## src/rtl/alu32_pkg.sv

```systemverilog
// Shared definitions for the 32-bit ALU select sequencer.
// Holds the FSM state encoding, the 3-bit select type, op index constants,
// datapath widths and the legal settle-latency bounds.
package alu32_pkg;

    localparam int unsigned DATA_W = 32;
    localparam int unsigned MASK_W = 8;
    localparam int unsigned SEL_W  = 3;
    localparam int unsigned CNT_W  = 4;

    localparam int unsigned LAT_MIN = 1;
    localparam int unsigned LAT_MAX = 15;

    typedef logic [SEL_W-1:0] sel_t;

    typedef enum logic [2:0] {
        ST_IDLE   = 3'd0,
        ST_ISSUE  = 3'd1,
        ST_SETTLE = 3'd2,
        ST_OFFER  = 3'd3,
        ST_FINISH = 3'd4
    } state_t;

    localparam sel_t OP0 = 3'd0;
    localparam sel_t OP1 = 3'd1;
    localparam sel_t OP2 = 3'd2;
    localparam sel_t OP3 = 3'd3;
    localparam sel_t OP4 = 3'd4;
    localparam sel_t OP5 = 3'd5;
    localparam sel_t OP6 = 3'd6;
    localparam sel_t OP7 = 3'd7;

    // One-hot mask bit for a select value.
    function automatic logic [MASK_W-1:0] op_bit(input sel_t s);
        return MASK_W'(1) << s;
    endfunction

endpackage

```

## src/rtl/alu32_op_sequencer_if.sv

```systemverilog
// Bundle between the select sequencer and its environment.
//   request side : start, a_in, b_in, op_mask
//   ALU side     : alu_a, alu_b, sel (to ALU), alu_result (from ALU)
//   result side  : res_valid, res_ready, res_data, res_op
//   status       : busy, done
//   checksum     : only present when ALU_SEQ_CHECKSUM_EN is defined
// master = the sequencer, slave = control logic / ALU / result consumer.
interface alu32_op_sequencer_if;
    import alu32_pkg::*;

    logic              start;
    logic [DATA_W-1:0] a_in;
    logic [DATA_W-1:0] b_in;
    logic [MASK_W-1:0] op_mask;
    logic [DATA_W-1:0] alu_result;
    logic [DATA_W-1:0] alu_a;
    logic [DATA_W-1:0] alu_b;
    sel_t              sel;
    logic              res_valid;
    logic              res_ready;
    logic [DATA_W-1:0] res_data;
    sel_t              res_op;
    logic              busy;
    logic              done;
`ifdef ALU_SEQ_CHECKSUM_EN
    logic [DATA_W-1:0] checksum;
`endif

    modport master (
        input  start, a_in, b_in, op_mask, alu_result, res_ready,
        output alu_a, alu_b, sel, res_valid, res_data, res_op, busy, done
`ifdef ALU_SEQ_CHECKSUM_EN
        , output checksum
`endif
    );

    modport slave (
        output start, a_in, b_in, op_mask, alu_result, res_ready,
        input  alu_a, alu_b, sel, res_valid, res_data, res_op, busy, done
`ifdef ALU_SEQ_CHECKSUM_EN
        , input checksum
`endif
    );

endinterface

```

## src/rtl/alu32_prio_enc.sv

```systemverilog
// Lowest-set-bit priority encoder used to pick the next ALU select.
//   vec    : candidate op mask
//   idx_c  : index of the lowest set bit (0 when none)
//   none_c : no bit set
module alu32_prio_enc
    import alu32_pkg::*;
(
    input  logic [MASK_W-1:0] vec,
    output sel_t              idx_c,
    output logic              none_c
);

    // Scan from the top down so the lowest set bit wins last.
    always_comb begin
        idx_c  = '0;
        none_c = 1'b1;
        for (int i = MASK_W - 1; i >= 0; i--) begin
            if (vec[i]) begin
                idx_c  = SEL_W'(i);
                none_c = 1'b0;
            end
        end
    end

endmodule

```

## src/rtl/alu32_op_sequencer.sv

```systemverilog
// Steps the ALU 8:1 result mux through every op enabled in a captured mask,
// waits LATENCY cycles per op, samples the result and offers it downstream
// on a valid/ready handshake. Ops run in ascending select order.
//   clk, rst_n : clock, synchronous active-low reset
//   bus        : alu32_op_sequencer_if.master (request, ALU, result, status)
// Optional feature: define ALU_SEQ_CHECKSUM_EN to add bus.checksum, an XOR
// of every accepted result in the current sweep.
module alu32_op_sequencer
    import alu32_pkg::*;
#(
    parameter int unsigned LATENCY = 1
) (
    input  logic                  clk,
    input  logic                  rst_n,
    alu32_op_sequencer_if.master  bus
);

    // Out-of-range latencies are clamped into the legal window.
    localparam int unsigned LAT_EFF = (LATENCY < LAT_MIN) ? LAT_MIN :
                                      (LATENCY > LAT_MAX) ? LAT_MAX : LATENCY;
    localparam logic [CNT_W-1:0] CNT_LOAD = CNT_W'(LAT_EFF - 1);

    state_t            state;
    logic [MASK_W-1:0] mask;
    logic [CNT_W-1:0]  cnt;

    logic [MASK_W-1:0] mask_rem_c;
    logic [MASK_W-1:0] enc_vec_c;
    sel_t              enc_idx_c;
    logic              enc_none_c;

    // In IDLE pick the first op from the incoming mask; otherwise the next
    // op from what remains once the current one is retired.
    assign mask_rem_c = mask & ~op_bit(bus.sel);
    assign enc_vec_c  = (state == ST_IDLE) ? bus.op_mask : mask_rem_c;

    alu32_prio_enc u_prio_enc (
        .vec    (enc_vec_c),
        .idx_c  (enc_idx_c),
        .none_c (enc_none_c)
    );

    // Sweep FSM with all outputs registered.
    always_ff @(posedge clk) begin
        if (!rst_n) begin
            state         <= ST_IDLE;
            mask          <= '0;
            cnt           <= '0;
            bus.alu_a     <= '0;
            bus.alu_b     <= '0;
            bus.sel       <= OP0;
            bus.res_valid <= 1'b0;
            bus.res_data  <= '0;
            bus.res_op    <= OP0;
            bus.busy      <= 1'b0;
            bus.done      <= 1'b0;
`ifdef ALU_SEQ_CHECKSUM_EN
            bus.checksum  <= '0;
`endif
        end else begin
            bus.done <= 1'b0;
            case (state)
                ST_IDLE: begin
                    if (bus.start) begin
                        bus.alu_a <= bus.a_in;
                        bus.alu_b <= bus.b_in;
                        bus.busy  <= 1'b1;
`ifdef ALU_SEQ_CHECKSUM_EN
                        bus.checksum <= '0;
`endif
                        if (enc_none_c) begin
                            mask     <= '0;
                            bus.done <= 1'b1;
                            state    <= ST_FINISH;
                        end else begin
                            mask    <= bus.op_mask;
                            bus.sel <= enc_idx_c;
                            state   <= ST_ISSUE;
                        end
                    end
                end

                ST_ISSUE: begin
                    cnt   <= CNT_LOAD;
                    state <= ST_SETTLE;
                end

                ST_SETTLE: begin
                    if (cnt == '0) begin
                        bus.res_data  <= bus.alu_result;
                        bus.res_op    <= bus.sel;
                        bus.res_valid <= 1'b1;
                        state         <= ST_OFFER;
                    end else begin
                        cnt <= cnt - CNT_W'(1);
                    end
                end

                ST_OFFER: begin
                    if (bus.res_ready) begin
                        bus.res_valid <= 1'b0;
                        mask          <= mask_rem_c;
`ifdef ALU_SEQ_CHECKSUM_EN
                        bus.checksum  <= bus.checksum ^ bus.res_data;
`endif
                        if (enc_none_c) begin
                            bus.done <= 1'b1;
                            state    <= ST_FINISH;
                        end else begin
                            bus.sel <= enc_idx_c;
                            state   <= ST_ISSUE;
                        end
                    end
                end

                ST_FINISH: begin
                    bus.busy <= 1'b0;
                    state    <= ST_IDLE;
                end

                default: begin
                    state <= ST_IDLE;
                end
            endcase
        end
    end

endmodule

```

## src/flat_wrapper.sv

```systemverilog
// flat-port wrapper written by rule: the top's interface ports become plain ports
module alu32_op_sequencer_flat import alu32_pkg::*;
#(
    parameter int unsigned LATENCY = 1
)
  (clk, rst_n, bus_start, bus_a_in, bus_b_in, bus_op_mask, bus_alu_result, bus_res_ready, bus_alu_a, bus_alu_b, bus_sel, bus_res_valid, bus_res_data, bus_res_op, bus_busy, bus_done);
  alu32_op_sequencer_if bus_i ();
  input  logic clk;
  input  logic rst_n;
  input wire logic [$bits(bus_i.start)-1:0] bus_start;
  input wire logic [$bits(bus_i.a_in)-1:0] bus_a_in;
  input wire logic [$bits(bus_i.b_in)-1:0] bus_b_in;
  input wire logic [$bits(bus_i.op_mask)-1:0] bus_op_mask;
  input wire logic [$bits(bus_i.alu_result)-1:0] bus_alu_result;
  input wire logic [$bits(bus_i.res_ready)-1:0] bus_res_ready;
  output wire logic [$bits(bus_i.alu_a)-1:0] bus_alu_a;
  output wire logic [$bits(bus_i.alu_b)-1:0] bus_alu_b;
  output wire logic [$bits(bus_i.sel)-1:0] bus_sel;
  output wire logic [$bits(bus_i.res_valid)-1:0] bus_res_valid;
  output wire logic [$bits(bus_i.res_data)-1:0] bus_res_data;
  output wire logic [$bits(bus_i.res_op)-1:0] bus_res_op;
  output wire logic [$bits(bus_i.busy)-1:0] bus_busy;
  output wire logic [$bits(bus_i.done)-1:0] bus_done;
  assign bus_i.start = bus_start;
  assign bus_i.a_in = bus_a_in;
  assign bus_i.b_in = bus_b_in;
  assign bus_i.op_mask = bus_op_mask;
  assign bus_i.alu_result = bus_alu_result;
  assign bus_i.res_ready = bus_res_ready;
  assign bus_alu_a = bus_i.alu_a;
  assign bus_alu_b = bus_i.alu_b;
  assign bus_sel = bus_i.sel;
  assign bus_res_valid = bus_i.res_valid;
  assign bus_res_data = bus_i.res_data;
  assign bus_res_op = bus_i.res_op;
  assign bus_busy = bus_i.busy;
  assign bus_done = bus_i.done;
  alu32_op_sequencer #(.LATENCY(LATENCY)) u_core (.clk(clk), .rst_n(rst_n), .bus(bus_i));
endmodule
```

## config.mk

```make
export PLATFORM = sky130hd
export DESIGN_NAME = alu32_op_sequencer_flat
export DESIGN_NICKNAME = d
export VERILOG_FILES = /design/src/rtl/alu32_pkg.sv /design/src/rtl/alu32_op_sequencer_if.sv /design/src/rtl/alu32_prio_enc.sv /design/src/rtl/alu32_op_sequencer.sv /design/src/flat_wrapper.sv
export SDC_FILE = /design/constraint.sdc
export NUM_CORES = 1
export LEC_CHECK = 0
export ABC_AREA = 1
export CAP_MARGIN = 0
export CORE_MARGIN = 8
export CORE_UTILIZATION = 46
export CTS_BUF_LIST = sky130_fd_sc_hd__clkbuf_8
export DETAILED_ROUTE_END_ITERATION = 8
export PLACE_DENSITY = 0.87
export REMOVE_ABC_BUFFERS = 1
export SKIP_LAST_GASP = 1
export SYNTH_ARGS = -nofsm -noshare
export SYNTH_HDL_FRONTEND = slang
export SYNTH_SLANG_ARGS = --single-unit
```

## constraint.sdc

```tcl
create_clock -name clk -period 3.3 [get_ports clk]
set_input_delay 0.66 -clock clk [delete_from_list [all_inputs] [get_ports clk]]
set_output_delay 0.66 -clock clk [all_outputs]
set_load 0.02 [all_outputs]
```

==> results of run 1 <==
[where the power goes]
| group | total (W) | leakage, nW | internal [W] | switching, W |
|---|---|---|---|---|
| Sequential | 0.00219 | 0.987 | 0.00192 | 0.000270 |
| Clock | 0.00131 | 0.191 | 0.000694 | 0.000615 |
| Combinational | 0.00308 | 1.81 | 0.00127 | 0.00181 |
| Total | 0.00658 | 2.99 | 0.00388 | 0.00270 |
[layout make-up]
class                           instances  area, um2
Fill cell                             732       2860
Sequential cell                       120       2400
Timing Repair Buffer                  219       2170
Multi-Input combinational cell        443       2020
Clock buffer                           18        248
Tap cell                              136        170
Clock inverter                         14        149
Inverter                               31        121
[per-stage QoR]
stage                util  setup WS, ps
CTS                 0.718          1090
floorplan               -           777
finish              0.718          1110
detailed placement  0.679           785
global route        0.718          1050
global placement    0.679           873
[sequential cells by signal, summed over array words and instances, names as in the netlist]
name,count
u_core.cnt,4
u_core.bus.done,1
u_core.mask,8
u_core.bus.alu_b,32
u_core.bus.sel,3
u_core.bus.res_op,3
u_core.bus.res_data,32
u_core.bus.alu_a,32
u_core.state,3
u_core.bus.res_valid,1
u_core.bus.busy,1
[synth_stat cells]
cell	n
nor2_1	202
dfxtp_1	120
o21ai_0	109
nand2_1	46
inv_1	24
clkbuf_1	21
nand3_1	20
a21oi_1	18
nand2_2	14
buf_2	9
a31oi_1	8
nor3_1	8
inv_2	4
nor2_4	4
a211oi_1	3
buf_4	3
nand2_4	3
clkinv_1	2
a21oi_2	1
a21oi_4	1
and3_1	1
buf_1	1
buf_12	1
buf_6	1
clkinv_4	1
ha_1	1
nand3_2	1
nor2_2	1
nor3b_1	1
o21bai_1	1
[worst register-to-register path: stages (launching register included)]
cell	delay, ps
dfxtp_1	320
inv_1	90
ha_1	180
inv_1	60
nor3_1	190
nand2_1	80
buf_4	230
inv_1	200
buf_4	350
nor2_1	100
nor2_1	120
[kinds of logic (layout without fill, tap and decap cells)]
| kind of cell | after synthesis | after routing | share of synthesized area |
|---|---|---|---|
| flops | 120 | 120 | 0.508 |
| simple gates | 301 | 301 | 0.268 |
| fa+ha+maj | 1 | 1 | 0.00265 |
| compound gates | 141 | 141 | 0.157 |
| buf+inv | 67 | 282 | 0.0641 |
[path summary, 6_finish.rpt]
check	start	end	cells after the start
worst min-delay path	u_core.bus.busy	u_core.bus.busy	2
worst max register to register	u_core.cnt[0]	u_core.bus.res_data[28]	10
worst max-delay path	u_core.bus.sel[1]	bus_sel[1]	1
worst min register to register	u_core.bus.busy	u_core.bus.busy	2
[metal layers]
layer	global-route usage	up-vias	share of wire	routed length, um
met5	0	-	0	0
met4	0.0941	0	0.027	409
met3	0.111	29	0.11	1740
met2	0.349	214	0.46	7060
met1	0.237	2274	0.40	6120
li1	-	2435	-	-
==> out/qor.yml, run 1 <==
run_status:
  status: "complete, no violations"
synth:
  synth_top_area_frac: 0.508
  avgSynthCellArea_um2: 7.50
  netlist_instances: 630
  yosys.area.top_type: "dfxtp_1"
  ys_seq_area_frac: 0.508
  synth_area_leaders: "dfxtp_1 (51%), nor2_1 (16%), o21ai_0 (12%)"
  ys_warn_count: 0
  ys_seq_elements: 120
  synth_area_mm2: 0.00473
  yosysUniqueCellTypes: 30
timing:
  setup_tns_ps: 0
  rsz0062_at_grt: "no"
  hold_viol: 0
  final_max_slew_viol_count: 0
  fin_worst_skew_ps: 11.5
  holdWs_ps: 482
  setup_violations: 0
  fmax_mhz: 456
  finalCritPeriodShare: 0.665
  layout_min_cycle_time_ps: 2190
  tightest_slew_ps: 674
  slew_headroom: 0.551
worst_setup_path:
  path_max_fanout: 6
  worstPathCellList: "clkdlybuf4s50_1"
  startpoint_type: "register"
  critical_path.top_delay_family: "buffers and inverters"
  cp.arrival_ps: 1530
  critPathBufInv: 1
  required_ps: 2640
  slowest_stage: "clkdlybuf4s50_1"
  cpPeakStageDelay_ps: 660
  crit_type: "reg -> out"
  r2r_setup_slack_ps: 1320
  end_kind: "output pin"
routing:
  num_vias: 4952
  via_per_inst: 5.05
  wire_per_inst_um: 15.6
  drtIter0Drc: 338
  wl_um: 15300
  final_antenna_net_count: 0
  drt-pass1-iter-count: 5
  drc_errors: 0
hold_path:
  hold_path.class: "reg -> reg"
grt:
  grt-ovfl-total: 0
  antenna_found_initial: 0
  grt_pass1_wl_um: 24900
  grt_usage: 0.218
  grt_max_degree: 66
  grt_pass1_vias: 5169
place:
  placed_area_mm2: 0.00688
  routabilityCongestion: 0.861
  numPortBuffers: 212
  dp_hpwl_um: 11100
  dp_cells: 949
finish:
  area_growth_pct: 54.1
  layout_commonest_cell: "clkdlybuf4s50_1"
  fin_cells: 981
  fin_nets: 941
  antenna_cells: 0
  drive_gt1_frac: 0.0828
  fin_area_mm2: 0.00728
  final_cell_mix: "clkdlybuf4s50_1 (211), nor2_1 (202), dfxtp_1 (120), o21ai_0 (109), nand2_1 (46)"
clocking:
  cts_buffers: 17
  cts_resized: 0
  cts_sinks: 120
  clockRootBuffer: "clkbuf_8"
  clkTransAtPathRegs_ps: 70
  post_cts_buffers: 0
  cts.hold.buffers_added: 0
  cts_tree: "done"
  cts_buffer_depth: 2
  htree_levels: 4
  clock_latency_ps: 420
floorplan:
  core_mm2: 0.0101
  io_pins: 213
  fp.dieW_um: 117
  die-area_mm2: 0.0138
  die_h_um: 117
  start_util: 0.466
  rows: 37
power_and_ir_drop:
  peakVddDrop_v: 0.000476
  p_per_area_mw_per_mm2: 904
  total_power_w: 0.00658
  leakagePower_nw: 2.99
job:
  max-cap-violations: 0
(Power assumes the default switching activity.)
==> inputs of run 2 (changes only) <==
--- a/config.mk
+++ b/config.mk
@@ -8,10 +8,10 @@
 export ABC_AREA = 1
 export CAP_MARGIN = 0
 export CORE_MARGIN = 8
-export CORE_UTILIZATION = 46
+export CORE_UTILIZATION = 43
 export CTS_BUF_LIST = sky130_fd_sc_hd__clkbuf_8
 export DETAILED_ROUTE_END_ITERATION = 8
-export PLACE_DENSITY = 0.87
+export PLACE_DENSITY = 0.82
 export REMOVE_ABC_BUFFERS = 1
 export SKIP_LAST_GASP = 1
 export SYNTH_ARGS = -nofsm -noshare
==> constraint.sdc (replaced) <==
create_clock -name clk -period 2.1 [get_ports clk]
set_input_delay 0.42 -clock clk [delete_from_list [all_inputs] [get_ports clk]]
set_output_delay 0.42 -clock clk [all_outputs]
set_load 0.02 [all_outputs]
==> out/qor.yml, run 2 (synthesized netlist as in run 1, its figures left out) <==
run_status:
  status: "complete, no violations"
routing:
  wire_per_inst_um: 15.9  # +1.6%
  drc_errors: 0  # unchanged
  num_vias: 4935  # -0.34%
  wl_um: 15600  # +2.1%
  via_per_inst: 5.01  # -0.85%
  drt-pass1-iter-count: 6  # +1
  final_antenna_net_count: 0  # unchanged
  drtIter0Drc: 285  # -16%
finish:
  final_cell_mix: "clkdlybuf4s50_1 (211), nor2_1 (202), dfxtp_1 (120), o21ai_0 (109), nand2_1 (46)"
  drive_gt1_frac: 0.0804  # -0.00246
  fin_area_mm2: 0.00728  # about the same
  area_growth_pct: 54.0  # about the same
  layout_commonest_cell: "clkdlybuf4s50_1"
  antenna_cells: 0  # unchanged
  largestRegisters: "u_core.bus.alu_a (32), u_core.bus.alu_b (32), u_core.bus.res_data (32)"
  final_util: 0.674  # -0.0440
  fin_nets: 943  # +0.21%
worst_setup_path:
  cp.arrival_ps: 1550  # +20 ps
  slowest_stage: "clkdlybuf4s50_1"
  required_ps: 1680  # -960 ps
  worstPathCellList: "clkdlybuf4s50_1"
  startpoint_type: "register"
  cpPeakStageDelay_ps: 660  # about the same
  critical_path.top_delay_family: "buffers and inverters"
  path_max_fanout: 6  # unchanged
  end_kind: "output pin"
  crit_type: "reg -> out"
  critPathBufInv: 1  # unchanged
floorplan:
  die_h_um: 121  # +3.0%
  start_util: 0.438  # -0.0283
  io_pins: 213  # unchanged
  core_mm2: 0.0108  # +6.5%
  rows: 38  # +2.7%
  fp.dieW_um: 121  # +3.0%
  die-area_mm2: 0.0146  # +6.0%
place:
  placed_area_mm2: 0.00692  # +0.47%
  place_ws_ps: 163  # -622 ps
  routabilityCongestion: 0.857  # -0.53%
  dp_hpwl_um: 11400  # +2.5%
  numPortBuffers: 212  # unchanged
clocking:
  cts_sinks: 120  # unchanged
  cts_resized: 0  # unchanged
  clockRootBuffer: "clkbuf_8"
  cts_buffers: 17  # unchanged
  cts.hold.buffers_added: 0  # unchanged
  cts_tree: "done"
  clock_latency_ps: 420  # about the same
  clkTransAtPathRegs_ps: 70  # about the same
  cts_buffer_depth: 2  # unchanged
  post_cts_buffers: 0  # unchanged
  htree_levels: 4  # unchanged
timing:
  hold_viol: 0  # unchanged
  tightest_slew_ps: 670  # -3.62 ps
  final_max_slew_viol_count: 0  # unchanged
  layout_min_cycle_time_ps: 1970
  fin_worst_skew_ps: 10.6  # -0.942 ps
  fmax_mhz: 508
  setup_slack_ps: 132  # -974 ps
  rsz0062_at_grt: "no"
  holdWs_ps: 416  # -66.0 ps
  slew_headroom: 0.553  # +0.00241
  setup_violations: 0  # unchanged
  finalCritPeriodShare: 0.937
grt:
  grt_pass1_wl_um: 24600  # -0.91%
  use_met3: 0.135  # +0.0239
  antenna_found_initial: 0  # unchanged
  met1_usage: 0.230  # -0.00691
  grt_usage: 0.210  # -0.00780
  grt-ovfl-total: 0  # unchanged
  grt_max_degree: 80  # +21%
  grt_busiest_layer: "met2"
  grt_pass1_vias: 4918  # -4.9%
  grt_util_met2: 0.325  # -0.0240
power_and_ir_drop:
  leakagePower_nw: 3.00  # +0.41%
  p_per_area_mw_per_mm2: 1400  # +55%
  total_power_w: 0.0102  # +55%
  peakVddDrop_v: 0.000776  # +63%
hold_path:
  hold_path.class: "in -> reg"
job:
  max-cap-violations: 0  # unchanged
[run 2: cell types whose count changed in the layout (fill, tap and decap cells not counted), sizes merged]
| cell | change |
|---|---|
| bufinv | -1 |
| inv | +1 |
| buf | +2 |
| clkinvlp | -1 |
| clkbuf | +2 |
| clkinv | -2 |
[run 2: final cells by class]
class                      count  area, um2
inverter                      31        121
tap                          140        175
sequential                   120       2400
clock inverter                11       83.8
fill                         916       3520
multi-input combinational    443       2020
timing repair buffer         221       2200
clock buffer                  20        275
[run 2: metal layers]
layer | vias up | share of wire
li1 | 2433 | -
met1 | 2258 | 0.39
met5 | - | 0
met3 | 14 | 0.14
met4 | 0 | 0.013
met2 | 230 | 0.45
[run 2: report_power, final]
group	switching (W)	internal, W	total, W
Combinational	0.00284	0.00203	0.00487
Sequential	0.000434	0.00302	0.00346
Clock	0.000886	0.00100	0.00189
Total	0.00416	0.00605	0.0102
[run 2: stage by stage]
step / std cells / TNS (ps)
after floorplan: 594 / -3040
after global placement: 955 / 0
after detailed placement: 955 / 0
after CTS: 986 / 0
after global routing: 986 / 0
final: 986 / 0
[run 2: path summary, 6_finish.rpt]
| kind | from | to | slack [ps] | depth (start not counted) |
|---|---|---|---|---|
| worst max-delay path | u_core.bus.sel[1] | bus_sel[1] | 130 | 1 |
| worst min-delay path | rst_n | u_core.state[0] | 420 | 3 |
| worst max register to register | u_core.bus.sel[1] | u_core.bus.sel[2] | 310 | 11 |
| worst min register to register | u_core.bus.busy | u_core.bus.busy | 480 | 2 |
==> inputs of run 3 (changes only) <==
--- a/config.mk
+++ b/config.mk
@@ -10,6 +10,7 @@
 export CORE_MARGIN = 8
 export CORE_UTILIZATION = 43
 export CTS_BUF_LIST = sky130_fd_sc_hd__clkbuf_8
+export CTS_CLUSTER_DIAMETER = 30
 export DETAILED_ROUTE_END_ITERATION = 8
 export PLACE_DENSITY = 0.82
 export REMOVE_ABC_BUFFERS = 1
==> results of run 3 <==
Final layout, timing and power as in run 2 (identical DEF).
